--- config.mk ---
export PLATFORM = sky130hd
export DESIGN_NAME = compuerta_and_or_pipe
export DESIGN_NICKNAME = d
export VERILOG_FILES = /design/src/rtl/compuerta_and_or_pipe.sv
export SDC_FILE = /design/constraint.sdc
export NUM_CORES = 1
export LEC_CHECK = 0
export BUFFER_PORTS_ARGS = -buffer_cell sky130_fd_sc_hd__buf_2
export CORE_UTILIZATION = 50
export CTS_BUF_LIST = sky130_fd_sc_hd__clkbuf_2 sky130_fd_sc_hd__clkbuf_4 sky130_fd_sc_hd__clkbuf_8
export CTS_CLUSTER_DIAMETER = 100
export DETAILED_ROUTE_END_ITERATION = 7
export PLACE_DENSITY = 0.79
export SYNTH_ARGS = -nofsm -noshare
export SYNTH_HDL_FRONTEND = slang
export SYNTH_SLANG_ARGS = --single-unit
--- constraint.sdc ---
create_clock -name iClk -period 3.25 [get_ports iClk]
set_clock_uncertainty 0.15 [all_clocks]
set_input_delay 0.65 -clock iClk [delete_from_list [all_inputs] [get_ports iClk]]
set_output_delay 0.65 -clock iClk [all_outputs]
set_load 0.05 [all_outputs]
--- src/rtl/compuerta_and_or_pipe.sv ---
// Pipelined, mask-programmable two-level gate (AND-OR / OR-AND / parity).
// Fixed 2-cycle latency, full throughput, saturating count of high results.
module compuerta_and_or_pipe #(
    parameter int WIDTH  = 3,
    parameter int TERMS  = 2,
    parameter int INVERT = 0,
    parameter int CNT_W  = 16,
    localparam int CFG_W = (TERMS > 1) ? $clog2(TERMS) : 1
) (
    input  logic             iClk,
    input  logic             iRst,
    input  logic             iValid,
    input  logic [WIDTH-1:0] iA,
    input  logic [1:0]       iMode,
    input  logic             iCfgWe,
    input  logic [CFG_W-1:0] iCfgTerm,
    input  logic [WIDTH-1:0] iCfgMask,
    input  logic             iClrCnt,
    output logic             oValid,
    output logic             oSalida,
    output logic [TERMS-1:0] oTerms,
    output logic [CNT_W-1:0] oCount
);

    localparam logic [WIDTH-1:0] MASK_LO  = {1'b0, {(WIDTH-1){1'b1}}};
    localparam logic [WIDTH-1:0] MASK_HI  = {1'b1, {(WIDTH-1){1'b0}}};
    localparam logic [CFG_W:0]   TERMS_L  = (CFG_W+1)'(TERMS);
    localparam logic             INV_BIT  = (INVERT != 0);

    logic [WIDTH-1:0] mask_q [TERMS];

    logic             s1_valid_q;
    logic [1:0]       s1_mode_q;
    logic [TERMS-1:0] s1_terms_q;
    logic [TERMS-1:0] terms_d;

    logic             s2_valid_q;
    logic             s2_out_q;
    logic [TERMS-1:0] s2_terms_q;
    logic             result_d;

    logic [CNT_W-1:0] cnt_q;

    // Reset default for each term mask: low bits in term 0, MSB in term 1.
    function automatic logic [WIDTH-1:0] mask_dflt(input int k);
        if (TERMS == 1) return '1;
        if (k == 0) return MASK_LO;
        if (k == 1) return MASK_HI;
        return '0;
    endfunction

    // Term mask storage; out-of-range term indices are dropped.
    always_ff @(posedge iClk) begin
        if (iRst) begin
            for (int k = 0; k < TERMS; k++) begin
                mask_q[k] <= mask_dflt(k);
            end
        end else if (iCfgWe && ({1'b0, iCfgTerm} < TERMS_L)) begin
            mask_q[iCfgTerm] <= iCfgMask;
        end
    end

    // Per-term evaluation of the incoming sample against the current masks.
    always_comb begin
        terms_d = '0;
        for (int k = 0; k < TERMS; k++) begin
            case (iMode)
                2'b00: terms_d[k] = (mask_q[k] != '0) &&
                                    (&(iA | ~mask_q[k]));
                2'b01: terms_d[k] = (mask_q[k] == '0) ||
                                    (|(iA & mask_q[k]));
                2'b10: terms_d[k] = (k == 0) ? ^(iA & mask_q[0]) : 1'b0;
                default: terms_d[k] = 1'b0;
            endcase
        end
    end

    // Stage 1: capture terms and mode of each accepted sample.
    always_ff @(posedge iClk) begin
        if (iRst) begin
            s1_valid_q <= 1'b0;
            s1_mode_q  <= 2'b00;
            s1_terms_q <= '0;
        end else begin
            s1_valid_q <= iValid;
            if (iValid) begin
                s1_mode_q  <= iMode;
                s1_terms_q <= terms_d;
            end
        end
    end

    // Second-level combine of the stage-1 terms, then optional inversion.
    always_comb begin
        result_d = 1'b0;
        case (s1_mode_q)
            2'b00:   result_d = |s1_terms_q;
            2'b01:   result_d = &s1_terms_q;
            2'b10:   result_d = s1_terms_q[0];
            default: result_d = 1'b0;
        endcase
        result_d = result_d ^ INV_BIT;
    end

    // Stage 2: register result; data holds while no sample arrives.
    always_ff @(posedge iClk) begin
        if (iRst) begin
            s2_valid_q <= 1'b0;
            s2_out_q   <= 1'b0;
            s2_terms_q <= '0;
        end else begin
            s2_valid_q <= s1_valid_q;
            if (s1_valid_q) begin
                s2_out_q   <= result_d;
                s2_terms_q <= s1_terms_q;
            end
        end
    end

    // Saturating count of high results; clear wins over increment.
    always_ff @(posedge iClk) begin
        if (iRst || iClrCnt) begin
            cnt_q <= '0;
        end else if (s1_valid_q && result_d && (cnt_q != '1)) begin
            cnt_q <= cnt_q + 1'b1;
        end
    end

    assign oValid  = s2_valid_q;
    assign oSalida = s2_out_q;
    assign oTerms  = s2_terms_q;
    assign oCount  = cnt_q;

endmodule

======== Word level (Yosys, flattened, before mapping) ========
Memory sizes are Yosys's and may differ from the RTL's.
Index checks and enable logic that the tools add are counted.
operators by class
  equality and inequality tests ........... 5
  reductions and logical operators ........ 21
  multiplexer cells ....................... 16
  bitwise gates (word level) .............. 6
  $add $sub $neg .......................... 1
operators with widths
  cell                     count
  $add A16 B1 Y16 const B  1
  $ne A16 B16 Y1 const B   1
  $mux W3                  4
  $reduce_or A3 Y1         3
  $mux W1                  8
  $and A3 B3 Y3            2
  $logic_not A3 Y1         2
  $not A3 Y3               2
  $or A3 B3 Y3             2
  $pmux W1 S3              2
  $reduce_and A3 Y1        2
  $reduce_bool A3 Y1       2
  $eq A2 B1 Y1 const B     2
  $eq A2 B2 Y1 const B     2
  $logic_and A1 B1 Y1      4
  $logic_not A2 Y1         2
  $logic_or A1 B1 Y1       3
  $reduce_xor A3 Y1        1
  $mux W2                  1
  $pmux W1 S2              1
  $reduce_and A2 Y1        1
  $reduce_or A2 Y1         1
word-level totals
  bits of input ports ..................... 14
  word-level logic and storage cells ...... 57
  memories ................................ 1
  memory bits (writable) .................. 6
  output and inout port bits .............. 20
  flip-flop bits (word level) ............. 25
memory list
  name    words  bits a word  rd ports  clocked after memory_dff  wr ports  line  RTL
  mask_q  2      3            2         0                         2         30    logic [WIDTH-1:0] mask_q [TERMS];

======== Depth between registers and ports, before layout ========
Gate-level depths: netlist of the first run.
An unclocked memory read counts as a cell.
  word-level depth ........................ 6
  depth in mapped cells ................... 6
  gate-level depth less buffers ........... 6

======== Worst setup path before layout of the first run ========
Ideal clock, no wire load.
  kind .................................... register to register
  start ................................... reg cnt_q[0], in the netlist oCount[0]
  end ..................................... reg cnt_q[10], in the netlist oCount[10]
  arrival time ............................ 1.751 ns
  path buffers ............................ 0
  stages on the path, launching flop included .. 7
  setup slack ............................. 1.221 ns
  period minus slack after synthesis ...... 2.029 ns
  data required time ...................... 2.972 ns
  setup time .............................. 0.128 ns
  cell sequence ........................... dfxtp_1 > ha_1 > nand4_1 > a211oi_1 > nand4_1 > xor2_1 > nor2_1
on the way
  word-level cells in the longest chain between the ends .. 2
  elaborated cells on any way between the ends .. 3
  classes of those cells .................. add/sub: 1; eq/ne: 1; reduce/logical: 1
RTL lines
  what                                                                     line  RTL
  start: declaration                                                       42    logic [CNT_W-1:0] cnt_q;
  start signal: assignment                                                 125   cnt_q <= cnt_q + 1'b1;
  parallel branches: the longest is 2 deep, another holds $add A16 B1 Y16  n/a
Parallel ways; which one is timed is not known.
A chain may end at the register's enable or synchronous reset.

======== Final worst setup path of the first run ========
  start ................................... reg cnt_q[0], in the netlist oCount[0]
  end ..................................... reg cnt_q[3], in the netlist oCount[3]
The elaborated chain is that of the path after synthesis.

==> results of run 1 <==
==> cell families (layout without fill, tap and decap cells) <==
group | Yosys count | in the layout | synth area share (%)
multiplexers | 7 | 7 | 4.53
adder cells (fa/ha/maj) | 3 | 3 | 2.51
AO/OA/AOI/OAI | 31 | 31 | 12.5
XOR/XNOR | 6 | 6 | 3.40
AND/OR/NAND/NOR | 81 | 81 | 29.1
flip-flops | 31 | 31 | 44.0
buffers and inverters | 16 | 51 | 3.97
==> cells in the mapped netlist (2+ instances only) <==
master    count
a21o_1        2
a21oi_1       9
and2_1        3
and4_1        3
clkbuf_1      4
dfxtp_1      25
edfxtp_1      6
ha_1          2
inv_1        10
mux2i_1       7
nand2_1      15
nand2b_1      6
nand3_1       6
nand4_1       8
nor2_1       17
nor2b_1       2
nor3b_1       2
nor4_1        3
o21ai_0       9
o221ai_1      2
o31ai_1       2
or3_1         8
xor2_1        5
==> power groups by stage <==
stage	clock network (W)	logic (W)	registers (W)
CTS	0.000250	0.0000707	0.000414
global placement	0	0.0000661	0.000422
floorplan	0	0.0000439	0.000425
finish	0.000245	0.0000711	0.000414
detailed placement	0	0.0000702	0.000423
global route	0.000270	0.0000783	0.000416
==> metal layers <==
| layer | share of wire [%] | up-vias |
|---|---|---|
| met2 | 50 | 38 |
| li1 | - | 697 |
| met3 | 4.9 | 4 |
| met4 | 0.83 | 0 |
| met1 | 45 | 641 |
| met5 | 0 | - |
==> critical path, cell delays in order (launching register included) <==
cell,delay [ps]
dfxtp_1,370
ha_1,250
and4_1,240
nand4_1,160
nand3_2,170
or3_1,390
a21oi_1,160
==> area by class of cell <==
class	instances	area [um2]	area share, %
inverters	10	37.5	2.10
multi-input cells	128	803	44.9
clock inverters	1	5.00	0.280
repair buffers	33	165	9.23
well taps	31	38.8	2.17
clock buffers	7	58.8	3.29
flip-flops and latches	31	681	38.0
==> state kept, by name, indices dropped and copies added, names as in the netlist <==
register	cells
mask_q	6
oCount	16
oSalida	1
oTerms	2
oValid	1
s1_mode_q	2
s1_terms_q	2
s1_valid_q	1
==> through the flow <==
| step | total power (W) | util (%) | area [um2] | worst slack, ps |
|---|---|---|---|---|
| after floorplan | 0.000469 | - | 1550 | 1220 |
| after global placement | 0.000489 | 60.5 | 1730 | 1380 |
| after detailed placement | 0.000494 | 60.5 | 1730 | 1320 |
| after CTS | 0.000735 | 62.7 | 1790 | 1290 |
| after global routing | 0.000764 | 62.7 | 1790 | 1170 |
| final | 0.000731 | 62.7 | 1790 | 1290 |
==> worst paths after layout <==
path         startpoint        end  depth (start not counted)
max           oCount[0]  oCount[3]                          6
max reg2reg   oCount[0]  oCount[3]                          6
min reg2reg     oSalida    oSalida                          2
min             oSalida    oSalida                          2
==> placed cells by master (no fill, tap or decap), types with 2 or more instances in the layout <==
cell	n
a21o_1	2
a21oi_1	9
and2_1	3
and4_1	3
buf_2	33
clkbuf_4	6
dfxtp_1	25
edfxtp_1	6
ha_1	2
inv_1	10
mux2i_1	7
nand2_1	15
nand2b_1	6
nand3_1	6
nand4_1	8
nor2_1	17
nor2b_1	2
nor3b_1	2
nor4_1	3
o21ai_0	9
o221ai_1	2
o31ai_1	2
or3_1	8
xor2_1	5
==> impl_metrics.yaml, run 1 <==
floorplanning:
  fp.dieH_um: 57.6
  dieArea_um2: 3320
  fp.dieW_um: 57.6
  rows: 19
  pin_count: 34
  initial_core_util_pct: 54.2
  core_area_um2: 2850
detailed_routing:
  dr.first_iter.drc_count: 53
  ant_nets: 0
  wl_mm: 3.38
  vias: 1380
  drc: 2
  first_pass_iters: 6
  wire_per_inst_um: 14.0
  viasPerCell: 5.73
global_routing:
  top_usage_layer: "met2"
  antenna_found_initial: 0
  grt_first_pass_wirelength_mm: 5.62
  overflow: 0
  use_met1_pct: 27.0
  grt_use_met2_pct: 37.5
  grt_max_degree: 17
  grtUsageMet3_pct: 6.80
  grt_pass1_vias: 1303
  grtUsageTotal_pct: 22.7
timing:
  finalSetupViolCount: 0
  tns_ps: 0
  tightest_slew_ps: 525
  hold_viol_final: 0
  final_max_slew_viol_count: 0
  fmax_mhz: 510
  fin_crit_ps: 1960
  rsz0062_at_grt: "false"
  relSlewSlack_pct: 64.9
  min_period_over_period_pct: 60.3
  whs_ps: 329
clocking:
  numCtsBuffers: 5
  cts_sinks: 31
  cts-htree-levels: 2
  cts_hold_buf: 0
  clk_path_buf_depth: 2
  cts_resized: 0
  cts_root_buffer: "clkbuf_4"
  path_clk_slew_ps: 110
  clk_latency_ps: 330
  cts_tree: "done"
  post-cts-setup-buffers: 0
place:
  gp_congestion: 0.874
  hpwl_mm: 2.49
  portBuffers: 33
  dp_cells: 233
finish:
  nets: 225
  antenna_cells: 0
  area_growth_pct: 15.8
  fillers: 249
  drive_gt1_share_pct: 21.9
  finalNonFillerCells: 241
setup_path:
  required_ps: 3370
  worst_setup_path_start_kind: "flop"
  critPathKind: "reg2reg"
  critPathArrivalTime_ps: 2080
  cp-end-kind: "flop"
  reg2reg_slack_ps: 1290
  path_max_fanout: 6
pwr:
  leakage_nw: 0.728
  power_density_nw_per_um2: 408
  p_int_w: 0.000545
  ir_drop_mv: 0.249
  seqPwrFrac_pct: 56.7
  power_frac_clock_pct: 33.6
  switching_share_pct: 25.4
  combPwrFrac_pct: 9.7
  p_sw_w: 0.000185
synth:
  syn_nets: 191
  ys_seq_area_share_pct: 44.0
  synth-main-ff-cell: "dfxtp_1"
  ys_ff_latch: 31
  synth_top_area_share_pct: 32.4
  synth_cells: 175
  synthTopCellsByArea: "dfxtp_1 32%, edfxtp_1 12%, mux2i_1 4.5%, nor2_1 4.1%, nand2_1 3.6%"
  synthArstFlopShare_pct: 0
  ys_types: 42
  yosys.area.top_type: "dfxtp_1"
  avgSynthCellArea_um2: 8.83
  synth_edf_count: 6
  ys_warn_count: 0
  syn_area_um2: 1550
run_status:
  violations: "design-rule violations"
  status: "complete, but fails checks"
hold_path:
  hold_class: "reg2reg"
run:
  cap_violations: 0
Power figures use the tool's default switching activity.
==> inputs of run 2 (changes only) <==
--- a/config.mk
+++ b/config.mk
@@ -10,7 +10,7 @@
 export CTS_BUF_LIST = sky130_fd_sc_hd__clkbuf_2 sky130_fd_sc_hd__clkbuf_4 sky130_fd_sc_hd__clkbuf_8
 export CTS_CLUSTER_DIAMETER = 100
 export DETAILED_ROUTE_END_ITERATION = 7
-export PLACE_DENSITY = 0.79
+export PLACE_DENSITY = 0.82
 export SYNTH_ARGS = -nofsm -noshare
 export SYNTH_HDL_FRONTEND = slang
 export SYNTH_SLANG_ARGS = --single-unit
==> constraint.sdc (replaced) <==
create_clock -name iClk -period 1.7 [get_ports iClk]
set_clock_uncertainty 0.15 [all_clocks]
set_input_delay 0.34 -clock iClk [delete_from_list [all_inputs] [get_ports iClk]]
set_output_delay 0.34 -clock iClk [all_outputs]
set_load 0.05 [all_outputs]
==> run 2 against run 1 <==
Effect of this change:
- the flow finishes with violations (design-rule violations, negative setup slack)
- non-clock buffer count increased by 11
- count of clock-buffer cells in the layout unchanged
- cell count increased by 4.6%
- clock power increased by 90%
- first-iteration DRC count increased by 21%
- die area unchanged
- total power increased by 90%
- core utilization increased by 6.5 points
- combinational power increased by 110%
- largest cell class unchanged
- largest power group unchanged
==> impl_metrics.yaml, run 2 (synthesized netlist as in run 1, its figures left out) <==
place:
  dp_cells: 241
  post-place-ws_ps: -34.3
  hpwl_mm: 2.71
  portBuffers: 33
  gp_congestion: 0.843
setup_path:
  critPathArrivalTime_ps: 1850
  critPathKind: "reg2reg"
  worst_setup_path_start_kind: "flop"
  required_ps: 1820
  path_max_fanout: 5
  cp-end-kind: "flop"
clocking:
  cts_tree: "done"
  cts_root_buffer: "clkbuf_4"
  numCtsBuffers: 5
  clk_path_buf_depth: 2
  path_clk_slew_ps: 100
  cts_sinks: 31
  cts-htree-levels: 2
  clk_latency_ps: 330
timing:
  tightest_slew_ps: 353
  fmax_mhz: 575
  relSlewSlack_pct: 76.4
  min_period_over_period_pct: 102
  rsz0062_at_grt: "true"
  timing.final.ws_setup_ps: -38.2
  whs_ps: 123
  finalSetupViolCount: 2
  hold_viol_final: 0
  final_max_slew_viol_count: 0
  fin_crit_ps: 1740
finish:
  multiInputGateArea_um2: 850
  final_common_cell: "buf_2"
  ff_latch_area_um2: 733
  antenna_cells: 0
  finalNonFillerCells: 252
  nets: 236
  layout_common_cells: "33 x buf_2, 17 x nor2_1, 15 x nand2_1, 13 x dfxtp_4"
  area_growth_pct: 27.8
  utilization_pct: 69.2
  largest_register_ffs: 16
  fillers: 225
  drive_gt1_share_pct: 36.7
global_routing:
  overflow: 0
  grtUsageTotal_pct: 23.5
  grt_pass1_vias: 1386
  antenna_found_initial: 0
  grt_first_pass_wirelength_mm: 5.80
  grt_max_degree: 15
detailed_routing:
  wire_per_inst_um: 14.2
  route.met2.wl_mm: 1.84
  first_pass_iters: 8
  drc: 3
  viasPerCell: 5.82
  vias: 1467
  ant_nets: 0
  wl_met1_mm: 1.45
  highest_layer: "met4"
  wl_mm: 3.57
  dr_wl_met3_um: 199
  dr.first_iter.drc_count: 64
floorplanning:
  fp.dieH_um: 57.6
  dieArea_um2: 3320
  rows: 19
  fp.dieW_um: 57.6
  pin_count: 34
  core_area_um2: 2850
  initial_core_util_pct: 54.2
pwr:
  seqPwrFrac_pct: 55.5
  p_total_w: 0.00139
  combPwrFrac_pct: 11.0
  switching_share_pct: 25.6
  ir_drop_mv: 0.574
  p_sw_w: 0.000356
  p_int_w: 0.00103
  leakage_nw: 0.793
  power_frac_clock_pct: 33.6
  power_density_nw_per_um2: 704
run_status:
  violations: "design-rule violations, negative setup slack"
  status: "complete, but fails checks"
run:
  cap_violations: 0
hold_path:
  hold_class: "in2reg"
[run 2: changes by cell type in the layout (fill, tap and decap cells not counted), moves of 2 or more]
cell / previous run / this run
o21ai_1: 0 / 2
o21ai_0: 9 / 7
dfxtp_1: 25 / 9
nor4_1: 3 / 1
dfxtp_2: 0 / 3
dfxtp_4: 0 / 13
nor4_2: 0 / 2
buf_4: 0 / 10
[run 2: layer usage]
| layer | up-vias | track usage [%] |
|---|---|---|
| li1 | 723 | - |
| met1 | 683 | 23.8 |
| met4 | 0 | 12.5 |
| met5 | - | 0 |
| met3 | 9 | 7.94 |
| met2 | 52 | 42.2 |
[run 2: layout make-up]
cell class / instances / share of cell area, %
timing repair buffer: 44 / 12.7
clock inverter: 1 / 0.253
multi-input combinational: 128 / 43.0
sequential: 31 / 37.1
tap: 31 / 1.96
inverter: 10 / 1.90
clock buffer: 7 / 2.98
[run 2: final timing paths]
check	to	slack, ps	start	depth (start not counted)
worst min register to register	oSalida	320	oSalida	2
worst max register to register	oCount[7]	-40	oCount[0]	6
worst min-delay path	mask_q[0][0]	120	iCfgMask[0]	2
worst max-delay path	oCount[7]	-40	oCount[0]	6
[run 2: power groups by stage]
stage                     combinational [W]  clock [W]  sequential [W]
after CTS                          0.000149   0.000478        0.000770
after detailed placement           0.000146          0        0.000787
after global routing               0.000166   0.000519        0.000774
after global placement             0.000135          0        0.000786
after floorplan                   0.0000841          0        0.000793
final                              0.000152   0.000466        0.000771
[run 2: timing repair]
action,CTS,global route
pin swaps,1,10
hold buffers,0,0
endpoints found under the setup margin,5,15
gates resized for setup,0,11
gates cloned,0,0
setup buffers,2,1
[run 2: through the flow]
step	cell area (um2)	setup TNS, ps
2_1_floorplan	1610	-58.3
3_3_place_gp	1850	0
3_5_place_dp	1850	-63.6
4_1_cts	1930	-49.3
5_1_grt	1970	-544
6_report	1970	-57.9
[run 2: worst max-delay path, cell delays in order (launching register included)]
cell	delay [ps]
dfxtp_4	380
ha_4	160
and4_1	170
nand4_1	140
nand4_1	150
or3_4	420
a21oi_2	120
